===== src/rtl/serial_digit_adder_pkg.sv =====
// Shared types and helpers for the digit-serial add/subtract unit.
package serial_digit_adder_pkg;

    typedef enum logic [1:0] {
        ST_IDLE = 2'd0,
        ST_RUN  = 2'd1,
        ST_DONE = 2'd2
    } state_t;

    // Digit counter width; a single-digit configuration still needs one bit.
    function automatic int cnt_width(input int n);
        return (n > 1) ? $clog2(n) : 1;
    endfunction

endpackage


===== src/rtl/serial_digit_adder_if.sv =====
// Requester-side handshake and result bus of the digit-serial adder.
interface serial_digit_adder_if #(
    parameter int WIDTH = 8
) ();
    logic             start;
    logic             subtract;
    logic             carryin;
    logic [WIDTH-1:0] a;
    logic [WIDTH-1:0] b;
    logic             busy;
    logic             done;
    logic [WIDTH-1:0] sum;
    logic             carryout;
    logic             overflow;
    logic             zero;

    modport master (
        output start, subtract, carryin, a, b,
        input  busy, done, sum, carryout, overflow, zero
    );

    modport slave (
        input  start, subtract, carryin, a, b,
        output busy, done, sum, carryout, overflow, zero
    );
endinterface


===== src/rtl/serial_digit_adder_ripple.sv =====
// One DIGIT-bit ripple stage built from a chain of full-adder cells.
module full_adder_cell (
    input  logic a,
    input  logic b,
    input  logic cin,
    output logic s,
    output logic cout
);
    logic p;

    assign p    = a ^ b;
    assign s    = p ^ cin;
    assign cout = (a & b) | (p & cin);
endmodule

module ripple_digit_adder #(
    parameter int DIGIT = 4
) (
    input  logic [DIGIT-1:0] a,
    input  logic [DIGIT-1:0] b,
    input  logic             carryin,
    output logic [DIGIT-1:0] sum,
    output logic             carryout,
    output logic             msbcarryin
);
    logic [DIGIT:0] c;

    assign c[0] = carryin;

    for (genvar i = 0; i < DIGIT; i++) begin : g_cell
        full_adder_cell u_fa (
            .a    (a[i]),
            .b    (b[i]),
            .cin  (c[i]),
            .s    (sum[i]),
            .cout (c[i+1])
        );
    end

    assign carryout   = c[DIGIT];
    assign msbcarryin = c[DIGIT-1];
endmodule


===== src/rtl/serial_digit_adder.sv =====
// Digit-serial add/subtract: WIDTH-bit operands, DIGIT bits per clock, LSD first.
module serial_digit_adder
    import serial_digit_adder_pkg::*;
#(
    parameter int WIDTH = 8,
    parameter int DIGIT = 4
) (
    input  logic                clk,
    input  logic                reset,
    serial_digit_adder_if.slave bus
);
    localparam int N     = WIDTH / DIGIT;
    localparam int CNT_W = cnt_width(N);

    state_t state_q, state_d;

    logic [WIDTH-1:0] a_q, a_d;
    logic [WIDTH-1:0] b_q, b_d;
    logic [WIDTH-1:0] res_q, res_d;
    logic             carry_q, carry_d;
    logic [CNT_W-1:0] cnt_q, cnt_d;
    logic [WIDTH-1:0] sum_q, sum_d;
    logic             cout_q, cout_d;
    logic             ovf_q, ovf_d;
    logic             zero_q, zero_d;

    logic             accept;
    logic             last_digit;
    logic [DIGIT-1:0] dig_sum;
    logic             dig_cout;
    logic             dig_msbcin;
    logic [WIDTH-1:0] res_next;

    ripple_digit_adder #(.DIGIT(DIGIT)) u_digit (
        .a          (a_q[DIGIT-1:0]),
        .b          (b_q[DIGIT-1:0]),
        .carryin    (carry_q),
        .sum        (dig_sum),
        .carryout   (dig_cout),
        .msbcarryin (dig_msbcin)
    );

    // A new request is taken in IDLE and in the DONE cycle, never while running.
    assign accept     = bus.start && (state_q == ST_IDLE || state_q == ST_DONE);
    assign last_digit = (cnt_q == CNT_W'(N - 1));
    // The fresh digit enters at the top; after N shifts the word is LSD-aligned.
    assign res_next   = (res_q >> DIGIT) | (WIDTH'(dig_sum) << (WIDTH - DIGIT));

    always_ff @(posedge clk or posedge reset) begin
        if (reset) begin
            state_q <= ST_IDLE;
        end else begin
            state_q <= state_d;
        end
    end

    always_comb begin
        state_d = state_q;
        case (state_q)
            ST_IDLE: if (accept) state_d = ST_RUN;
            ST_RUN:  if (last_digit) state_d = ST_DONE;
            ST_DONE: state_d = accept ? ST_RUN : ST_IDLE;
            default: state_d = ST_IDLE;
        endcase
    end

    always_comb begin
        bus.busy     = (state_q == ST_RUN);
        bus.done     = (state_q == ST_DONE);
        bus.sum      = sum_q;
        bus.carryout = cout_q;
        bus.overflow = ovf_q;
        bus.zero     = zero_q;
    end

    always_comb begin
        a_d     = a_q;
        b_d     = b_q;
        res_d   = res_q;
        carry_d = carry_q;
        cnt_d   = cnt_q;
        sum_d   = sum_q;
        cout_d  = cout_q;
        ovf_d   = ovf_q;
        zero_d  = zero_q;
        if (accept) begin
            // Subtraction runs as a + ~b + ~borrow through the same adder.
            a_d     = bus.a;
            b_d     = bus.subtract ? ~bus.b : bus.b;
            carry_d = bus.carryin ^ bus.subtract;
            cnt_d   = '0;
        end else if (state_q == ST_RUN) begin
            a_d     = a_q >> DIGIT;
            b_d     = b_q >> DIGIT;
            res_d   = res_next;
            carry_d = dig_cout;
            cnt_d   = cnt_q + CNT_W'(1);
            if (last_digit) begin
                sum_d  = res_next;
                cout_d = dig_cout;
                ovf_d  = dig_msbcin ^ dig_cout;
                zero_d = (res_next == '0);
            end
        end
    end

    always_ff @(posedge clk or posedge reset) begin
        if (reset) begin
            a_q     <= '0;
            b_q     <= '0;
            res_q   <= '0;
            carry_q <= 1'b0;
            cnt_q   <= '0;
            sum_q   <= '0;
            cout_q  <= 1'b0;
            ovf_q   <= 1'b0;
            zero_q  <= 1'b0;
        end else begin
            a_q     <= a_d;
            b_q     <= b_d;
            res_q   <= res_d;
            carry_q <= carry_d;
            cnt_q   <= cnt_d;
            sum_q   <= sum_d;
            cout_q  <= cout_d;
            ovf_q   <= ovf_d;
            zero_q  <= zero_d;
        end
    end

endmodule

===== src/flat_wrapper.sv =====
// flat-port wrapper written by rule: the top's interface ports become plain ports
module serial_digit_adder_flat import serial_digit_adder_pkg::*;
#(
    parameter int WIDTH = 8,
    parameter int DIGIT = 4
)
  (clk, reset, bus_start, bus_subtract, bus_carryin, bus_a, bus_b, bus_busy, bus_done, bus_sum, bus_carryout, bus_overflow, bus_zero);
  serial_digit_adder_if #(.WIDTH(WIDTH)) bus_i ();
  input  logic clk;
  input  logic reset;
  input wire logic [$bits(bus_i.start)-1:0] bus_start;
  input wire logic [$bits(bus_i.subtract)-1:0] bus_subtract;
  input wire logic [$bits(bus_i.carryin)-1:0] bus_carryin;
  input wire logic [$bits(bus_i.a)-1:0] bus_a;
  input wire logic [$bits(bus_i.b)-1:0] bus_b;
  output wire logic [$bits(bus_i.busy)-1:0] bus_busy;
  output wire logic [$bits(bus_i.done)-1:0] bus_done;
  output wire logic [$bits(bus_i.sum)-1:0] bus_sum;
  output wire logic [$bits(bus_i.carryout)-1:0] bus_carryout;
  output wire logic [$bits(bus_i.overflow)-1:0] bus_overflow;
  output wire logic [$bits(bus_i.zero)-1:0] bus_zero;
  assign bus_i.start = bus_start;
  assign bus_i.subtract = bus_subtract;
  assign bus_i.carryin = bus_carryin;
  assign bus_i.a = bus_a;
  assign bus_i.b = bus_b;
  assign bus_busy = bus_i.busy;
  assign bus_done = bus_i.done;
  assign bus_sum = bus_i.sum;
  assign bus_carryout = bus_i.carryout;
  assign bus_overflow = bus_i.overflow;
  assign bus_zero = bus_i.zero;
  serial_digit_adder #(.WIDTH(WIDTH), .DIGIT(DIGIT)) u_core (.clk(clk), .reset(reset), .bus(bus_i));
endmodule

===== config.mk =====
export PLATFORM = sky130hd
export DESIGN_NAME = serial_digit_adder_flat
export DESIGN_NICKNAME = d
export VERILOG_FILES = /design/src/rtl/serial_digit_adder_pkg.sv /design/src/rtl/serial_digit_adder_if.sv /design/src/rtl/serial_digit_adder_ripple.sv /design/src/rtl/serial_digit_adder.sv /design/src/flat_wrapper.sv
export SDC_FILE = /design/constraint.sdc
export NUM_CORES = 1
export LEC_CHECK = 0
export ABC_AREA = 1
export CAP_MARGIN = 25
export CORE_MARGIN = 10
export CORE_UTILIZATION = 45
export CTS_CLUSTER_DIAMETER = 40
export DETAILED_ROUTE_END_ITERATION = 10
export GPL_ROUTABILITY_DRIVEN = 0
export GPL_TIMING_DRIVEN = 0
export PLACE_DENSITY_LB_ADDON = 0.12
export SLEW_MARGIN = 20
export SYNTH_ARGS = -nofsm -noshare
export SYNTH_HDL_FRONTEND = slang
export SYNTH_SLANG_ARGS = --single-unit

===== constraint.sdc =====
create_clock -name clk -period 2.3 [get_ports clk]
set_clock_uncertainty 0.2 [all_clocks]
set_input_delay 0.575 -clock clk [delete_from_list [all_inputs] [get_ports clk]]
set_output_delay 0.575 -clock clk [all_outputs]
set_load 0.01 [all_outputs]

### Word level (Yosys, flattened, before mapping)

Index checks and enable logic that the tools add are counted.

| operators by class | value |
|---|---|
| $add $sub $neg | 1 |
| divide/modulo/power cells | 0 |
| $mul | 0 |
| equality and inequality tests | 4 |
| bitwise gates (word level) | 25 |
| order comparisons | 0 |
| reductions and logical operators | 8 |
| multiplexer cells | 13 |
| shift-type cells | 0 |

Operators by type and width:

| operator | count |
|---|---|
| $mux 8 | 5 |
| $xor 1x1->1 | 10 |
| $and 1x1->1 | 8 |
| $logic_not 8->1 | 1 |
| $not 8->8 | 1 |
| $or 4x8->8 | 1 |
| $pmux 2 s3 | 1 |
| $mux 1 | 5 |
| $mux 2 | 2 |
| $ne 2x1->1 const B | 2 |
| $or 1x1->1 | 4 |
| $reduce_and 2->1 | 2 |
| $reduce_and 3->1 | 1 |
| $eq 2x1->1 const B | 1 |
| $eq 2x2->1 const B | 1 |
| $logic_not 2->1 | 1 |
| $reduce_bool 2->1 | 1 |
| $add 1x1->1 const B | 1 |
| $logic_and 1x1->1 | 1 |
| $logic_or 1x1->1 | 1 |
| $not 1->1 | 1 |

| word-level totals | value |
|---|---|
| bits in latches | 0 |
| word-level logic and storage cells | 61 |
| bits in registers | 39 |
| output and inout port bits | 13 |
| bits in writable memories | 0 |
| memories kept | 0 |
| ROM bits | 0 |
| bits of input ports | 21 |

### Longest topological paths before layout

Gate-level depths: netlist (run 1).

| logic depth | value |
|---|---|
| depth after elaboration | 11 |
| depth in mapped cells | 11 |
| depth with buffers taken out | 11 |

### Hierarchy

Synthesis (run 1) repeated with hierarchy kept, for this count alone.

| second synthesis, totals | value |
|---|---|
| cell total of the unflattened synthesis | 199 |
| area total of the unflattened synthesis | 1,652.8 um2 |

Modules (own cells, without submodules):

| module | instances | area an instance (um2) | seq. area each (um2) | cells an instance |
|---|---|---|---|---|
| serial_digit_adder | 1 | 1,572.8 | 875.8 | 195 |
| full_adder_cell | 4 | 20.0 | 0.0 | 1 |

### Worst setup path before layout (run 1)

No wires, ideal clock.

| timing | value |
|---|---|
| path type | register to register |
| start | reg u_core.b_q[0] |
| end | reg u_core.zero_q, in the netlist u_core.bus.zero |
| cell stages (with the launch flop) | 12 |
| arrival | 2,133 ps |
| buffers on the path | 0 |
| slack | -150 ps |
| data required time | 1,983 ps |
| period minus slack after synthesis | 2,450 ps |
| library setup time | 117 ps |
| path through | dfrtp_1 inv_1 fa_1 inv_1 fa_1 fa_1 inv_1 fa_1 nand2_1 nor2_1 nand3_1 nand2_1 |

| between the ends | value |
|---|---|
| longest elaborated chain between the ends | 10 |
| elaborated cells between the ends (all ways) | 14 |
| those cells by class | 13 x bitwise; 1 x reduce/logical |

Ends and longest elaborated chain:

| what | RTL line | RTL |
|---|---|---|
| from (decl) | serial_digit_adder.sv:18 | `logic [WIDTH-1:0] b_q, b_d;` |
| from (signal assigned) | serial_digit_adder.sv:110 | `b_q <= '0;` |
| from (signal assigned) | serial_digit_adder.sv:120 | `b_q <= b_d;` |
| $xor 1x1->1 | serial_digit_adder_ripple.sv:11 | `assign p = a ^ b;` |
| $and 1x1->1 | serial_digit_adder_ripple.sv:13 | `assign cout = (a & b) \| (p & cin);` |
| $or 1x1->1 | serial_digit_adder_ripple.sv:13 |  |
| $and 1x1->1 | serial_digit_adder_ripple.sv:13 |  |
| $or 1x1->1 | serial_digit_adder_ripple.sv:13 |  |
| $and 1x1->1 | serial_digit_adder_ripple.sv:13 |  |
| $or 1x1->1 | serial_digit_adder_ripple.sv:13 |  |
| $xor 1x1->1 | serial_digit_adder_ripple.sv:12 | `assign s = p ^ cin;` |
| $or 4x8->8 (*) | serial_digit_adder.sv:47 | `assign res_next = (res_q >> DIGIT) \| (WIDTH'(dig_sum) << (WIDTH - DIGIT));` |
| $logic_not 8->1 (*) | serial_digit_adder.sv:102 | `zero_d = (res_next == '0);` |
| to (signal assigned) | serial_digit_adder.sv:127 | `zero_q <= zero_d;` |
| to (decl) | serial_digit_adder.sv:25 | `logic zero_q, zero_d;` |

Every way passes the cells marked *; elsewhere a longest branch is shown, timed or not.
A chain may end at the register's enable or synchronous reset.

### Final worst setup path (run 1)

| timing | value |
|---|---|
| start | reg u_core.a_q[0] |
| end | reg u_core.zero_q, in the netlist u_core.bus.zero |

| between the ends | value |
|---|---|
| longest elaborated chain between the ends | 10 |
| elaborated cells between the ends (all ways) | 14 |
| those cells by class | 13 x bitwise; 1 x reduce/logical |

Ends and longest elaborated chain:

| what | RTL line | RTL |
|---|---|---|
| from (decl) | serial_digit_adder.sv:17 | `logic [WIDTH-1:0] a_q, a_d;` |
| from (signal assigned) | serial_digit_adder.sv:109 | `a_q <= '0;` |
| from (signal assigned) | serial_digit_adder.sv:119 | `a_q <= a_d;` |
| $xor 1x1->1 | serial_digit_adder_ripple.sv:11 |  |
| $and 1x1->1 | serial_digit_adder_ripple.sv:13 |  |
| $or 1x1->1 | serial_digit_adder_ripple.sv:13 |  |
| $and 1x1->1 | serial_digit_adder_ripple.sv:13 |  |
| $or 1x1->1 | serial_digit_adder_ripple.sv:13 |  |
| $and 1x1->1 | serial_digit_adder_ripple.sv:13 |  |
| $or 1x1->1 | serial_digit_adder_ripple.sv:13 |  |
| $xor 1x1->1 | serial_digit_adder_ripple.sv:12 |  |
| $or 4x8->8 (*) | serial_digit_adder.sv:47 |  |
| $logic_not 8->1 (*) | serial_digit_adder.sv:102 |  |

Marks and branches as above.

==> summary.txt, run 1 <==
Setup path
  – FF-to-FF Start: u_core.a_q[0]$_DFFE_PP0P_
  – Worst R2R Path Depth: 11
  – Worst setup SP type: register
  – Crit path DAT: 2.40 ns
  – Req. time, crit path: 2.27 ns
  – Critical path class: reg2reg
  – Crit. End Element: register
  – CP Max Fanout: 3
  – Reg2reg end: u_core.bus.zero$_DFFE_PP0P_
  – R2R Setup Slk: -0.13 ns

Floorplanning
  – Chip width: 81.5 um
  – I/O Pins: 34
  – Die area: around 6600 um2
  – Die outline height: 81.5 um
  – Rows: 22
  – Starting Density: 46.4%
  – Core Footprint: 3660 um2

STA
  – Slew at the pin closest to its max-slew limit: approximately 0.7 ns
  – Max Slew Vio Count: 0
  – Setup violators final: 3
  – RSZ-0062 raised after global routing: true
  – Final Hold Vio Count: 0
  – Setup ws final: -0.127 ns
  – Max-slew headroom: 53.0%
  – Tmin final: 2.43 ns
  – Fmax: 412 MHz
  – Final worst-path cycle share: 106%

Detailed routing
  – Via density per instance: approximately 4.5
  – Via count: 1,320
  – DRC Markers: 0
  – Per-cell routed wire length: 11.2 um
  – Detailed Route Iter0 Violations: 82
  – Post-route ant nets: 0
  – First-pass DRT Iterations: 4
  – Total wire length: between 3 and 4 mm

Power
  – Pint: between 1.5 and 2 mW
  – Clk pwr share: 17.4%
  – Seq pwr share: between 30% and 40%
  – Leak: between 1 and 1.5 nW
  – Sw Share: 38.1%
  – Sw power: 1.23 mW
  – Pwr Density: ~1400 nW/um2
  – Final Power: 3.23 mW
  – Worst-case vdd ir drop: ~0.49 mV
  – Combinational power share: 49.4%

Worst hold path
  – Hold Path Origin: u_core.a_q[6]$_DFFE_PP0P_
  – Hold Path Depth: 2
  – Hold crit path type: reg2reg
  – Hold path endpoint: u_core.a_q[6]$_DFFE_PP0P_

Synthesis
  – Sequential area share after synthesis: 51.5%
  – Top cell type by total area after synthesis: dfrtp_1
  – Number of flops mapped to enable cells by yosys: 0
  – Syn nets: approximately 220
  – Post-synth cell types: 17
  – Commonest cells in the netlist: nand2_1, dfrtp_1, inv_1
  – Count leader, synth: nand2_1
  – Ys flop type: dfrtp_1
  – Mean post-synth cell area: 8.59 um2
  – YS warnings: 0
  – Proportion of netlist area held by the largest area contributor: 51.5%
  – Synth area leaders: dfrtp_1, nand2_1, inv_1, fa_1, o21ai_2
  – Post-synthesis instance total: 198
  – FF+latch count, synth: 35
  – Mapped cell area: 1700 um2
  – Async SR Flop Fraction: 100%

Clocking
  – Clock transition at path regs: 0.07 ns
  – TritonCTS Buffers: 5
  – CTS Root Buffer Type: clkbuf_8
  – CTS Hold Bufs: 0
  – Clock Latency Late Sink: 0.28 ns
  – H-tree Lvls: 2
  – Clk buf depth: 2
  – TritonCTS clock tree: done
  – Clock sink count: 35

Cells and area
  – Multi-input gate area: 676 um2
  – Non-Filler Instances: 292
  – Area of all placed cells without fillers: 2250 um2
  – Fillers: 335
  – N_diodes: 0
  – Layout cells sized above 1: 18.9%
  – Area growth syn-to-layout: 32.5%
  – Register area: between 800 and 900 um2
  – NumNets Final: around 270

Global route
  – Total GRT Usage: 11.1%
  – Initial antenna violation count: 0
  – Largest net degree at the start of global routing: 36
  – Residual overflow from global routing: 0
  – Global-route wire length before repair: between 5 and 6 mm
  – Vias in the first global route: 1,325

Placement
  – Count of input and output buffers: 32
  – Area after DPL: 2090 um2
  – Dpl hpwl: approximately 2.5 mm
  – Placed Cells: 278

Outcome
  – Failing checks: negative setup slack
  – Outcome: complete, but fails checks

Flow run
  – Max_cap viols: 0
==> state kept, by name, summed over array words and instances, names as in the netlist <==
register and flops:
u_core.a_q 8, u_core.b_q 8, u_core.bus.sum 8, u_core.res_q 4, u_core.state_q 2, u_core.bus.carryout 1
u_core.bus.overflow 1, u_core.bus.zero 1, u_core.carry_q 1, u_core.cnt_q 1
==> through the flow <==
step	setup slack, ns	hold slack (ns)	TNS, ns	utilization [%]
global route	-0.269	0.304	-0.560	61.6
floorplan	-0.0843	0.242	-0.0843	-
CTS	-0.131	0.276	-0.341	61.2
global placement	-0.213	0.257	-2.80	57.0
detailed placement	-0.231	0.258	-0.533	57.0
finish	-0.127	0.271	-0.238	61.6
==> area by class of cell <==
type	count	share of cell area, %
Buffer	7	2.39
Clock buffer	6	3.66
Clock inverter	2	1.55
Inverter	28	4.66
Multi-Input combinational cell	128	30.0
Sequential cell	35	38.9
Tap cell	48	2.67
Timing Repair Buffer	38	16.2
==> power groups by stage <==
stage                     Sequential, mW  Combinational [mW]  Clock, mW
after floorplan                     1.09                1.00          0
after global placement              1.08                1.48          0
after detailed placement            1.08                1.50          0
after CTS                           1.08                1.60      0.580
after global routing                1.11                1.83      0.610
final                               1.07                1.60      0.564
==> layer usage <==
metal	part of all wire, %	vias up	track usage [%]
met2	47	30	17.4
met1	44	595	13.5
met4	1.6	0	4.67
met5	0	-	0
met3	7.0	4	4.26
li1	-	691	-
==> critical path: stages (launching register included) <==
cell     delay, ns
dfrtp_1       0.38
inv_1         0.08
fa_2          0.20
inv_2         0.04
fa_2          0.34
fa_2          0.35
inv_2         0.06
fa_2          0.44
nand2_1       0.07
nor2_1        0.04
nand3_1       0.07
nand2_1       0.05
==> cell families (layout without fill, tap and decap cells) <==
family	after synthesis	after routing	share of synthesized area, %
and+or+nand+nor	96	96	23.1
DFF	35	35	51.5
AOI/OAI and AO/OA	23	23	8.76
adders and majority gates	4	4	4.71
buffers and inverters	35	81	9.34
xor gates and xnor gates	5	5	2.58
==> worst max path at each step <==
stage	to	startpoint	depth (start not counted)	slack, ns
after global placement	u_core.bus.zero$_DFFE_PP0P_	u_core.b_q[0]$_DFFE_PP0P_	11	-0.21
final	u_core.bus.zero$_DFFE_PP0P_	u_core.a_q[0]$_DFFE_PP0P_	11	-0.13
after detailed placement	u_core.bus.zero$_DFFE_PP0P_	u_core.b_q[0]$_DFFE_PP0P_	11	-0.23
after global routing	u_core.bus.zero$_DFFE_PP0P_	u_core.b_q[0]$_DFFE_PP0P_	11	-0.27
after floorplan	u_core.bus.zero$_DFFE_PP0P_	u_core.b_q[0]$_DFFE_PP0P_	11	-0.08
after CTS	u_core.bus.zero$_DFFE_PP0P_	u_core.b_q[0]$_DFFE_PP0P_	11	-0.13
==> placed cells by master (no fill, tap or decap), drive strengths merged <==
cell type	instances
buf	13
bufinv	1
clkbuf	6
clkdlybuf4s50	32
clkinv	1
dfrtp	35
fa	4
inv	28
nand2	81
nand3	10
nor2	5
o21ai	23
xnor2	4
xor2	1
==> what timing repair did <==
item,4_1_cts,5_1_grt
setup buffers,5,1
pin swaps,4,1
resized for setup,1,4
endpoints found under the setup margin,6,5
Note: power is estimated with default switching activity, not from simulation.
==> inputs of run 2 (changes only) <==
- CORE_MARGIN: 10 -> 4
- CORE_UTILIZATION: 45 -> 46
==> run 2 against run 1 <==
Sequential power hardly changed. Critical path depth decreased by 2. Worst hold slack better by 0.0047 ns. The run still ends with negative setup slack left. Combinational power grew 9%. Utilization is 3.4 points higher. Sequential cell count did not move.
==> summary.txt, run 2 (synthesized netlist as in run 1, its figures left out) <==
Outcome
  – Outcome: complete, but fails checks
  – Failing checks: negative setup slack

STA
  – Slew at the pin closest to its max-slew limit: roughly 0.71 ns
  – RSZ-0062 raised after global routing: true
  – Final hold slack: 0.276 ns
  – Max-slew headroom: 52.7%
  – Final Hold Vio Count: 0
  – Max Slew Vio Count: 0
  – Fmax: 413 MHz
  – Setup violators final: 3
  – Setup ws final: -0.122 ns
  – Tmin final: 2.42 ns
  – Final worst-path cycle share: 105%

Global route
  – Largest net degree at the start of global routing: 36
  – Global-route wire length before repair: 6.04 mm
  – Initial antenna violation count: 0
  – Vias in the first global route: 1,426
  – Residual overflow from global routing: 0
  – Total GRT Usage: 17.4%

Placement
  – Count of input and output buffers: 32
  – Dpl ws: -0.209 ns
  – Dpl hpwl: 2.44 mm
  – Placed Cells: 276

Clocking
  – TritonCTS Buffers: 5
  – Clk buf depth: 2
  – Clock sink count: 35
  – TritonCTS clock tree: done
  – CTS Root Buffer Type: clkbuf_8
  – Clock transition at path regs: roughly 0.07 ns
  – Clock Latency Late Sink: 0.28 ns
  – H-tree Lvls: 2

Floorplanning
  – Chip width: 68.8 um
  – Die outline height: roughly 70 um
  – I/O Pins: 34
  – Core Footprint: approximately 3400 um2
  – Rows: 21
  – Die area: 4730 um2
  – Starting Density: 49.4%

Detailed routing
  – Detailed Route Iter0 Violations: 50
  – Total wire length: 3.49 mm
  – Via density per instance: around 4.7
  – First-pass DRT Iterations: 4
  – Via count: between 1,000 and 1,500
  – DRC Markers: 0
  – Post-route ant nets: 0
  – Per-cell routed wire length: approximately 12 um

Setup path
  – CP Max Fanout: 3
  – Critical path class: reg2reg
  – Req. time, crit path: 2.31 ns
  – Crit. End Element: register
  – Crit path DAT: 2.43 ns
  – Worst setup SP type: register

Cells and area
  – Area growth syn-to-layout: 31.6%
  – NumNets Final: 269
  – Commonest cells after routing, fill and taps aside: nand2_1, dfrtp_1, clkdlybuf4s50_1
  – Layout cells sized above 1: 20.0%
  – Final core utilization: 65.0%
  – N_diodes: 0
  – Commonest non-fill, non-tap cell in the layout: nand2_1
  – Non-Filler Instances: 291

Flow run
  – Max_cap viols: 0

Power
  – Final Power: 3.24 mW
  – Leak: ~1.1 nW
  – Pwr Density: 1450 nW/um2
  – Worst-case vdd ir drop: 0.551 mV

Worst hold path
  – Hold crit path type: reg2reg
==> run 2: critical path, stage by stage (launching register included) <==
cell and delay [ns]:
dfrtp_1 0.39, inv_2 0.07, fa_2 0.19, inv_2 0.04, fa_2 0.34, fa_2 0.35, inv_2 0.06, fa_2 0.44
buf_4 0.15, o21ai_2 0.12
==> run 2: path summary, 6_finish.rpt <==
check | from | end | slack (ns) | cells past startpoint
max reg2reg | u_core.b_q[0]$_DFFE_PP0P_ | u_core.res_q[7]$_DFFE_PP0P_ | -0.12 | 9
min reg2reg | u_core.a_q[5]$_DFFE_PP0P_ | u_core.a_q[5]$_DFFE_PP0P_ | 0.28 | 2
min in group asynchronous | reset | u_core.res_q[4]$_DFFE_PP0P_ | 0.53 | 2
max | u_core.b_q[0]$_DFFE_PP0P_ | u_core.res_q[7]$_DFFE_PP0P_ | -0.12 | 9
min | u_core.a_q[5]$_DFFE_PP0P_ | u_core.a_q[5]$_DFFE_PP0P_ | 0.28 | 2
max in group asynchronous | reset | u_core.bus.sum[2]$_DFFE_PP0P_ | 0.91 | 2
==> run 2: layout make-up <==
type                       instances  area (um2)
buffer                             7        53.8
fill                             318        1200
multi-input combinational        128         691
sequential                        35         876
inverter                          28         105
clock inverter                     1        5.00
clock buffer                       7        76.3
tap                               46        57.6
timing repair buffer              39         373
==> run 2: layer usage <==
metal | GRT usage, % | vias to the layer above | wire [um]
li1 | - | 689 | -
met1 | 19.1 | 620 | 1470
met2 | 30.2 | 38 | 1720
met3 | 6.32 | 9 | 207
met4 | 7.54 | 0 | 93
met5 | 0 | - | 0
==> run 2: where the power goes <==
part	internal [mW]	total (mW)	switching, mW
sequential	0.905	1.08	0.175
clock	0.212	0.423	0.210
combinational	0.806	1.74	0.933
==> run 2: repair_timing <==
| action | 4_1_cts | 5_1_grt |
|---|---|---|
| gates resized for setup | 2 | 8 |
| hold buffers | 0 | 0 |
| endpoints found under the hold margin | 0 | 0 |
| setup endpoints to repair | 6 | 5 |
| buffers inserted | 4 | 3 |
| pin swaps | 4 | 4 |
==> run 2: through the flow <==
| step | setup TNS [ns] | cell area, um2 |
|---|---|---|
| 4_1_cts | -0.335 | 2190 |
| 2_1_floorplan | -0.0843 | 1710 |
| 6_report | -0.351 | 2240 |
| 3_3_place_gp | -0.440 | 2080 |
| 3_5_place_dp | -0.596 | 2080 |
| 5_1_grt | -0.694 | 2240 |
